## config.mk

```make
export PLATFORM = sky130hd
export DESIGN_NAME = eth_phy_10g_rx_frame_sync
export DESIGN_NICKNAME = d
export VERILOG_FILES = /design/src/rtl/eth_phy_10g_pkg.sv /design/src/rtl/eth_phy_10g_rx_frame_sync.sv
export SDC_FILE = /design/constraint.sdc
export NUM_CORES = 1
export LEC_CHECK = 0
export CORE_UTILIZATION = 50
export DETAILED_ROUTE_END_ITERATION = 10
export HOLD_SLACK_MARGIN = 0.03
export PLACE_DENSITY = 0.67
export SLEW_MARGIN = 40
export SYNTH_ARGS = -nofsm -noshare
export SYNTH_HDL_FRONTEND = slang
export SYNTH_SLANG_ARGS = --single-unit
```

## constraint.sdc

```tcl
create_clock -name clk -period 2.1 [get_ports clk]
set_clock_uncertainty 0.1 [all_clocks]
set_input_delay 0.42 -clock clk [delete_from_list [all_inputs] [get_ports clk]]
set_output_delay 0.42 -clock clk [all_outputs]
set_load 0.01 [all_outputs]
```

## src/rtl/eth_phy_10g_pkg.sv

```systemverilog
// Shared definitions for the 10GBASE-R PHY receive path: sync header
// encodings, block-lock FSM states and header-window constants.
package eth_phy_10g_pkg;

    localparam logic [1:0] SYNC_DATA = 2'b10;
    localparam logic [1:0] SYNC_CTRL = 2'b01;

    localparam int SH_WINDOW      = 64;
    localparam int SH_INVALID_MAX = 16;

    typedef enum logic [1:0] {
        ST_TEST,
        ST_SLIP,
        ST_WAIT
    } frame_sync_state_t;

endpackage

```

## src/rtl/eth_phy_10g_rx_frame_sync.sv

```systemverilog
// 10GBASE-R receive block-lock state machine.
// Watches the 2-bit sync header of every block, requests bitslips from the
// SERDES gearbox until header alignment is found, and reports block lock.
// Optional feature: define ETH_PHY_10G_RX_FRAME_SYNC_SLIP_CNT_EN to add the
// saturating rx_bitslip_count output.
module eth_phy_10g_rx_frame_sync
    import eth_phy_10g_pkg::*;
#(
    parameter int HDR_WIDTH           = 2,
    parameter int BITSLIP_HIGH_CYCLES = 1,
    parameter int BITSLIP_LOW_CYCLES  = 8
) (
    input  logic                 clk,
    input  logic                 rst,
    input  logic [HDR_WIDTH-1:0] serdes_rx_hdr,
    output logic                 serdes_rx_bitslip,
    output logic                 rx_block_lock
`ifdef ETH_PHY_10G_RX_FRAME_SYNC_SLIP_CNT_EN
    ,
    output logic [7:0]           rx_bitslip_count
`endif
);

    if (HDR_WIDTH != 2) begin : g_bad_hdr_width
        $error("eth_phy_10g_rx_frame_sync: HDR_WIDTH must be 2");
    end
    if (BITSLIP_HIGH_CYCLES < 1 || BITSLIP_HIGH_CYCLES > 255) begin : g_bad_high
        $error("eth_phy_10g_rx_frame_sync: BITSLIP_HIGH_CYCLES must be 1..255");
    end
    if (BITSLIP_LOW_CYCLES < 0 || BITSLIP_LOW_CYCLES > 255) begin : g_bad_low
        $error("eth_phy_10g_rx_frame_sync: BITSLIP_LOW_CYCLES must be 0..255");
    end

    frame_sync_state_t state_q, state_d;
    logic [5:0] sh_count_q, sh_count_d;
    logic [3:0] sh_invalid_count_q, sh_invalid_count_d;
    logic [7:0] timer_q, timer_d;
    logic       bitslip_q, bitslip_d;
    logic       lock_q, lock_d;
    logic       hdr_valid;

    // A header is usable only when it is exactly one of the two sync codes.
    always_comb begin
        hdr_valid = (serdes_rx_hdr == SYNC_CTRL) || (serdes_rx_hdr == SYNC_DATA);
    end

    // Next-state, counter and registered-output computation.
    // timer counts the remaining cycles of the current SLIP or WAIT phase,
    // loaded with (length-1) so zero marks the last cycle of the phase.
    always_comb begin
        state_d            = state_q;
        sh_count_d         = sh_count_q;
        sh_invalid_count_d = sh_invalid_count_q;
        timer_d            = timer_q;
        bitslip_d          = bitslip_q;
        lock_d             = lock_q;

        case (state_q)
            ST_TEST: begin
                sh_count_d = sh_count_q + 6'd1;
                if (!hdr_valid) begin
                    sh_invalid_count_d = sh_invalid_count_q + 4'd1;
                end
                // Lock loss and unlocked misses both slip; this wins over window end.
                if (!hdr_valid &&
                    (!lock_q || sh_invalid_count_q == 4'(SH_INVALID_MAX - 1))) begin
                    lock_d             = 1'b0;
                    state_d            = ST_SLIP;
                    bitslip_d          = 1'b1;
                    timer_d            = 8'(BITSLIP_HIGH_CYCLES - 1);
                    sh_count_d         = '0;
                    sh_invalid_count_d = '0;
                end else if (sh_count_q == 6'(SH_WINDOW - 1)) begin
                    if (sh_invalid_count_q == '0) begin
                        lock_d = 1'b1;
                    end
                    sh_count_d         = '0;
                    sh_invalid_count_d = '0;
                end
            end

            ST_SLIP: begin
                if (timer_q == '0) begin
                    bitslip_d = 1'b0;
                    if (BITSLIP_LOW_CYCLES == 0) begin
                        state_d = ST_TEST;
                    end else begin
                        state_d = ST_WAIT;
                        timer_d = 8'(BITSLIP_LOW_CYCLES - 1);
                    end
                end else begin
                    timer_d = timer_q - 8'd1;
                end
            end

            ST_WAIT: begin
                if (timer_q == '0) begin
                    state_d = ST_TEST;
                end else begin
                    timer_d = timer_q - 8'd1;
                end
            end

            default: begin
                state_d   = ST_TEST;
                bitslip_d = 1'b0;
                lock_d    = 1'b0;
            end
        endcase
    end

    // State, counters and outputs register with synchronous reset.
    always_ff @(posedge clk) begin
        if (rst) begin
            state_q            <= ST_TEST;
            sh_count_q         <= '0;
            sh_invalid_count_q <= '0;
            timer_q            <= '0;
            bitslip_q          <= 1'b0;
            lock_q             <= 1'b0;
        end else begin
            state_q            <= state_d;
            sh_count_q         <= sh_count_d;
            sh_invalid_count_q <= sh_invalid_count_d;
            timer_q            <= timer_d;
            bitslip_q          <= bitslip_d;
            lock_q             <= lock_d;
        end
    end

    assign serdes_rx_bitslip = bitslip_q;
    assign rx_block_lock     = lock_q;

`ifdef ETH_PHY_10G_RX_FRAME_SYNC_SLIP_CNT_EN
    // Saturating count of slip requests; SLIP is only entered from TEST.
    always_ff @(posedge clk) begin
        if (rst) begin
            rx_bitslip_count <= '0;
        end else if (state_q == ST_TEST && state_d == ST_SLIP &&
                     rx_bitslip_count != 8'hFF) begin
            rx_bitslip_count <= rx_bitslip_count + 8'd1;
        end
    end
`endif

endmodule

```

==> results of run 1 <==
-- flip-flops by register name, summed over array words and instances (netlist names) --
register and cells:
sh_invalid_count_q 4, timer_q 8, rx_block_lock 1, sh_count_q 6, state_q 2, serdes_rx_bitslip 1
-- placed cells by master (no fill, tap or decap), types with 6 or more instances in the layout --
cell	n
ha_1	9
inv_1	11
dfxtp_1	20
nor3_1	6
nand3_1	8
o21ai_0	9
a21oi_1	11
buf_4	18
nor2_1	6
-- how the worst max path moves through the flow --
| stage | start | to | slack, ns | cells past startpoint |
|---|---|---|---|---|
| floorplan | state_q[0]$_SDFFE_PP0P_ | timer_q[3]$_SDFFE_PP0P_ | 0.007 | 7 |
| global placement | serdes_rx_hdr[1] | sh_invalid_count_q[3]$_SDFFE_PP0P_ | -0.02 | 5 |
| detailed placement | serdes_rx_hdr[1] | serdes_rx_bitslip$_SDFFE_PP0P_ | -0.09 | 5 |
| CTS | state_q[0]$_SDFFE_PP0P_ | timer_q[3]$_SDFFE_PP0P_ | 0.02 | 8 |
| global route | state_q[0]$_SDFFE_PP0P_ | timer_q[3]$_SDFFE_PP0P_ | 0.002 | 8 |
| finish | state_q[0]$_SDFFE_PP0P_ | timer_q[3]$_SDFFE_PP0P_ | 0.12 | 8 |
-- kinds of logic after synthesis --
kind of cell               Yosys count  synth area share [%]
xor gates and xnor gates             3                  1.94
DFF                                 22                  32.6
AOI/OAI and AO/OA                   53                  30.5
and+or+nand+nor                     49                  22.0
buffers and inverters               16                  4.63
adders and majority gates            9                  8.33
-- worst reg2reg max path: stages (launching register included) --
cell and delay, ns:
dfxtp_2 0.35, inv_1 0.07, ha_1 0.23, nor4b_2 0.26
buf_4 0.16, a2111oi_4 0.05, buf_4 0.19, and3_4 0.18
a221o_1 0.30
-- metal layers --
metal	track usage, %	vias up	part of all wire, %
li1	-	641	-
met1	34.7	591	49
met2	34.8	23	46
met3	3.67	4	2.9
met4	9.40	0	1.2
met5	0	-	0
-- through the flow --
step                      std cells  instance area (um^2)  power (uW)
after global placement          199                  1550        1850
after detailed placement        199                  1550        1860
after floorplan                 152                  1350        1460
after global routing            204                  1620        2420
final                           204                  1620        2230
after CTS                       203                  1600        2210
-- layout make-up --
| type | instances | area, um^2 | share of cell area (%) |
|---|---|---|---|
| Multi-Input combinational cell | 114 | 856 | 53.0 |
| Inverter | 11 | 41.3 | 2.56 |
| Timing Repair Buffer | 23 | 185 | 11.5 |
| Sequential cell | 22 | 443 | 27.4 |
| Clock buffer | 3 | 22.5 | 1.39 |
| Tap cell | 30 | 37.5 | 2.32 |
| Clock inverter | 1 | 30.0 | 1.86 |
-- power groups by stage --
stage / Sequential (uW) / Combinational, uW / Clock (uW)
6_report: 598 / 1300 / 335
5_1_grt: 608 / 1450 / 360
4_1_cts: 595 / 1270 / 342
3_5_place_dp: 606 / 1260 / 0
3_3_place_gp: 601 / 1250 / 0
2_1_floorplan: 593 / 871 / 0
-- what timing repair did --
item	CTS	global route
setup buffers	0	2
resized for setup	0	3
endpoints found under the hold margin	0	0
endpoints found under the setup margin	0	3
==> metrics.txt, run 1 <==
Starting DRT DRC Count 26; final hold vios 0; Worst slew margin 69.0%; Post-Syn Instances 152; logic gate share of total power 58.2%; Critical Path Slowest Stage Cell dfxtp_2; pwr dens 1380 nW/um^2; Routed wire per std cell 14.6 um; worst hold path class register to register; Fmax 504 MHz; Critical R2R Capture timer_q[3]$_SDFFE_PP0P_; Ys Warns 0; # setup viols final 0; CTS sink count 22; n_diodes 0; sw power 941 uW; Post-synth top flop dfxtp_1; post-synth top area share 32.6%; worst-case reg-to-reg path depth 8; Finished Core Util 64.0%; CP Capture Type register; GPL Wtd Cong 0.779; WP data arrival 2.10 ns; min Tclk post-route 1.98 ns; CP Buf/Inv Count 3; DRT Wirelength 2.99 mm; Post-DP HPWL 2.19 mm; outcome completed; ranking of synthesized cells by area dfxtp_1 (33%), ha_1 (8.3%), a21oi_1 (4.1%), o21ai_0 (3.3%), inv_1 (3.1%); delay-heaviest family, CP simple AND/OR/NAND/NOR gates; number of I/O pins 6; crit share post-route 94.4%; CP most frequent cell buf_4; Max FO, Critical Path 9; Synth top cells by count dfxtp_1 (22), a21oi_1 (11), inv_1 (11); critical path required time 2.22 ns; Max-cap violations 0; CTS root buf clkbuf_4; Sw Ratio 42.1%; Post-Syn Area 1350 um^2; fill count 215; post-synthesis register bit count 22; Slew Limit Fails 0; DRC Markers 0; DRT Pass-1 Iters 4; number of enable flip-flop cells after synthesis 0; Int Pwr 1290 uW; vias per inst 6.17; critical path class register to register; Hold EP serdes_rx_bitslip$_SDFFE_PP0P_; vias in the first global route 1078; Final Worst Setup Slack 0.117 ns; Max VDD drop 926 uV; Netlist cell types 44; setup slack, reg-to-reg 0.12 ns; cells along the critical path inv_1 -> ha_1 -> nor4b_2 -> buf_4 -> a2111oi_4 -> buf_4 -> and3_4 -> a221o_1; number of H-tree levels 1; initial antenna violation count 0; Clock transition at path regs 0.13 ns; slowest stage delay, CP 0.35 ns; dpl ws -0.0885 ns; Clock Tree Buf Depth 2; grt total ovfl 0; Clk network pwr share 15.0%; Static Leak 0.000643 uW; Mapped Nets 165; Antenna Nets Post-Route 0; die width 54.0 um; share of layout cells above drive strength 1 19.0%; async set or reset register ratio after synthesis 0%; HP Start serdes_rx_bitslip$_SDFFE_PP0P_; initial core utilization 53.6%; core region area 2520 um^2; Total GRT Usage 23.9%; DIE AREA 2920 um^2; reg2reg start state_q[0]$_SDFFE_PP0P_; nets 188; Vias 1259; cell taking the most area after synthesis dfxtp_1; sequential cell area fraction in the yosys report 32.6%; top-count cell post-synth dfxtp_1; largest net degree at the start of global routing 18; CTS tree built; first-pass GRT wire length 5.01 mm; Area Overhead vs Synth 19.4%; syn_area_per_cell 8.90 um^2; port bufs 5; hold depth 2; Worst-Margin Slew 0.461 ns; Fin Hold WS 0.397 ns; FP Rows 18; hold buffer count at CTS 0; Die Y 54.0 um; Worst-Skew Late Latency 0.32 ns; RSZ-0062 raised after global routing false; CTS Buf Count 3; crit path launch type register; share of power burned in registers 26.8%; Setup TNS 0 ns
No activity file was read; power rests on OpenSTA's default activity.
==> inputs of run 2 (changes only) <==
--- a/config.mk
+++ b/config.mk
@@ -9,6 +9,7 @@
 export DETAILED_ROUTE_END_ITERATION = 10
 export HOLD_SLACK_MARGIN = 0.03
 export PLACE_DENSITY = 0.67
+export SETUP_SLACK_MARGIN = 0.05
 export SLEW_MARGIN = 40
 export SYNTH_ARGS = -nofsm -noshare
 export SYNTH_HDL_FRONTEND = slang
==> run 2 against run 1 <==
Effect of this change: sequential cell count did not move; sequential power is 1% higher; clock-buffer cell count rose by 1; design area is 0.54% lower; combinational power about the same; cell count fell by 0.49%; non-clock buffer count fell by 1; core utilization is 0.35 points lower; power decreased by 4.4%; wire length up 0.94%; sequential share of layout area grew 0.15 points; fmax is 0.64% higher.
==> metrics.txt, run 2 (synthesis gave the netlist of run 1 again) <==
outcome completed; Worst-Skew Late Latency 0.31 ns (about the same); # setup viols final 0 (unchanged); DRC Markers 0 (unchanged); WP data arrival 2.07 ns (-0.03 ns); Most flops, register timer_q; GPL Wtd Cong 0.784 (+0.64%); first-pass GRT wire length 5.04 mm (+0.56%); largest net degree at the start of global routing 18 (unchanged); Clock transition at path regs 0.12 ns (about the same); share of layout cells above drive strength 1 20.2% (+1.3 points); Clock Tree Buf Depth 2 (unchanged); CTS tree built; Antenna Nets Post-Route 0 (unchanged); Die Y 54.0 um (unchanged); Largest regs timer_q (8), sh_count_q (6), sh_invalid_count_q (4); Static Leak 0.000631 uW (-1.9%); Critical Path Slowest Stage Cell xnor2_1; critical path required time 2.20 ns (-0.02 ns); Area Overhead vs Synth 18.8%; commonest non-fill, non-tap cell in the layout dfxtp_1; CP most frequent cell buf_4; Sw Ratio 44.1% (+2.0 points); Vias 1284 (+2.0%); Fmax 508 MHz (+0.64%); Starting DRT DRC Count 25 (-3.8%); delay-heaviest family, CP buffers and inverters; Worst slew margin 63.8% (-5.2 points); Non-Filler Instances 203 (-0.49%); Max FO, Critical Path 5 (-4); Max-cap violations 0 (unchanged); critical path class primary input to register; max FFs per register 8 (unchanged); Max VDD drop 842 uV (-9.1%); port bufs 5 (unchanged); Clk network pwr share 11.2% (-3.8 points); CTS root buf clkbuf_4; Setup TNS 0 ns (unchanged); slowest stage delay, CP 0.45 ns (+0.10 ns); initial antenna violation count 0 (unchanged); most frequent cells in the layout dfxtp_1 (20), buf_4 (17), inv_1 (11), a21oi_1 (11), o21ai_0 (9); crit share post-route 93.8% (-0.60 points); CTS Buf Count 3 (unchanged); Post-DP HPWL 2.28 mm (+4.3%); vias per inst 6.33 (+2.5%); core region area 2520 um^2 (unchanged); Finished Core Util 63.7% (-0.35 points); number of I/O pins 6 (unchanged); pwr dens 1330 nW/um^2 (-3.9%); Worst-Margin Slew 0.539 ns (+0.0771 ns); crit path launch type primary input; setup bufs post-CTS 0 (unchanged); CTS sink count 22 (unchanged); n_diodes 0 (unchanged); cells along the critical path clkdlybuf4s50_1 -> xnor2_1 -> o21ai_0 -> buf_4 -> a21oi_1 -> buf_4 -> nor3_1; dpl ws -0.216 ns (-0.127 ns); min Tclk post-route 1.97 ns (-0.0126 ns); FP Rows 18 (unchanged); Slew Limit Fails 0 (unchanged); CP Capture Type register; DRT Pass-1 Iters 4 (unchanged); final hold vios 0 (unchanged); Total GRT Usage 23.8% (-0.075 points); fill count 225 (+4.7%); CP Buf/Inv Count 3 (unchanged); number of H-tree levels 1 (unchanged); share of power burned in registers 28.4% (+1.6 points); DRT Wirelength 3.01 mm (+0.94%); RSZ-0062 raised after global routing true; logic gate share of total power 60.4% (+2.2 points); Final Worst Setup Slack 0.130 ns (+0.0126 ns); vias in the first global route 1148 (+6.5%); die width 54.0 um (unchanged); Int Pwr 1190 uW (-7.7%); DIE AREA 2920 um^2 (unchanged); initial core utilization 53.6% (unchanged); worst hold path class register to register; grt total ovfl 0 (unchanged); nets 187 (-0.53%); dpl cells 199 (unchanged); Routed wire per std cell 14.8 um (+1.4%); sw power 941 uW (about the same)
-- run 2: changes by cell type in the layout (fill, tap and decap cells not counted) --
cell	delta
a31oi_1	-1
a31oi_2	+1
buf_4	-1
bufinv_16	-1
clkbuf_8	+1
ha_1	-1
ha_2	+1
o22ai_1	-1
o22ai_2	+1
-- run 2: power groups by stage --
stage               Combinational, uW  Sequential, uW  Clock, uW
floorplan                         879             594          0
global placement                 1240             603          0
detailed placement               1270             611          0
CTS                              1280             600        248
global route                     1410             621        270
finish                           1290             605        239
-- run 2: through the flow --
stage / hold WS, ns / area (um^2) / total power, uW
6_report: 0.378 / 1610 / 2130
5_1_grt: 0.418 / 1610 / 2310
4_1_cts: 0.382 / 1600 / 2130
3_5_place_dp: 0.364 / 1550 / 1880
3_3_place_gp: 0.359 / 1550 / 1840
2_1_floorplan: 0.367 / 1360 / 1470
-- run 2: layout make-up --
class	instances	area [um^2]	area share, %
Sequential cell	22	443	27.6
Tap cell	30	37.5	2.34
Inverter	11	41.3	2.57
Clock buffer	4	36.3	2.26
Multi-Input combinational cell	114	871	54.2
Timing Repair Buffer	22	178	11.1
-- run 2: routing by layer --
| metal | track usage (%) | wire length (um) | vias up |
|---|---|---|---|
| met5 | 0 | 0 | - |
| met4 | 8.12 | 10 | 0 |
| met3 | 3.67 | 84 | 2 |
| met2 | 42.6 | 1500 | 16 |
| met1 | 28.6 | 1420 | 629 |
| li1 | - | - | 637 |
-- run 2: final timing paths --
| check | slack, ns | cells past startpoint | startpoint | end |
|---|---|---|---|---|
| setup / recovery | 0.13 | 7 | serdes_rx_hdr[1] | sh_count_q[5]$_SDFFE_PP0P_ |
| hold / removal | 0.38 | 2 | serdes_rx_bitslip$_SDFFE_PP0P_ | serdes_rx_bitslip$_SDFFE_PP0P_ |
| setup reg to reg | 0.16 | 6 | timer_q[0]$_SDFFE_PP0P_ | timer_q[6]$_SDFFE_PP0P_ |
| hold reg to reg | 0.38 | 2 | serdes_rx_bitslip$_SDFFE_PP0P_ | serdes_rx_bitslip$_SDFFE_PP0P_ |
-- run 2: repair_timing --
| item | CTS | global route |
|---|---|---|
| gates resized for setup | 1 | 4 |
| hold buffers | 0 | 0 |
| setup endpoints to repair | 2 | 4 |
| pin swaps | 0 | 1 |
-- run 2: worst reg2reg max path: cells and delay by family (launching register included) --
kind	cells	cell delay (ns)
flops	1	0.37
buf+inv	1	0.08
simple gates	2	0.83
fa+ha+maj	1	0.18
compound gates	2	0.27
==> inputs of run 3 (changes only) <==
--- a/config.mk
+++ b/config.mk
@@ -6,6 +6,7 @@
 export NUM_CORES = 1
 export LEC_CHECK = 0
 export CORE_UTILIZATION = 50
+export CTS_CLUSTER_DIAMETER = 80
 export DETAILED_ROUTE_END_ITERATION = 10
 export HOLD_SLACK_MARGIN = 0.03
 export PLACE_DENSITY = 0.67
==> results of run 3 <==
Final layout, timing and power as in run 2 (identical DEF).
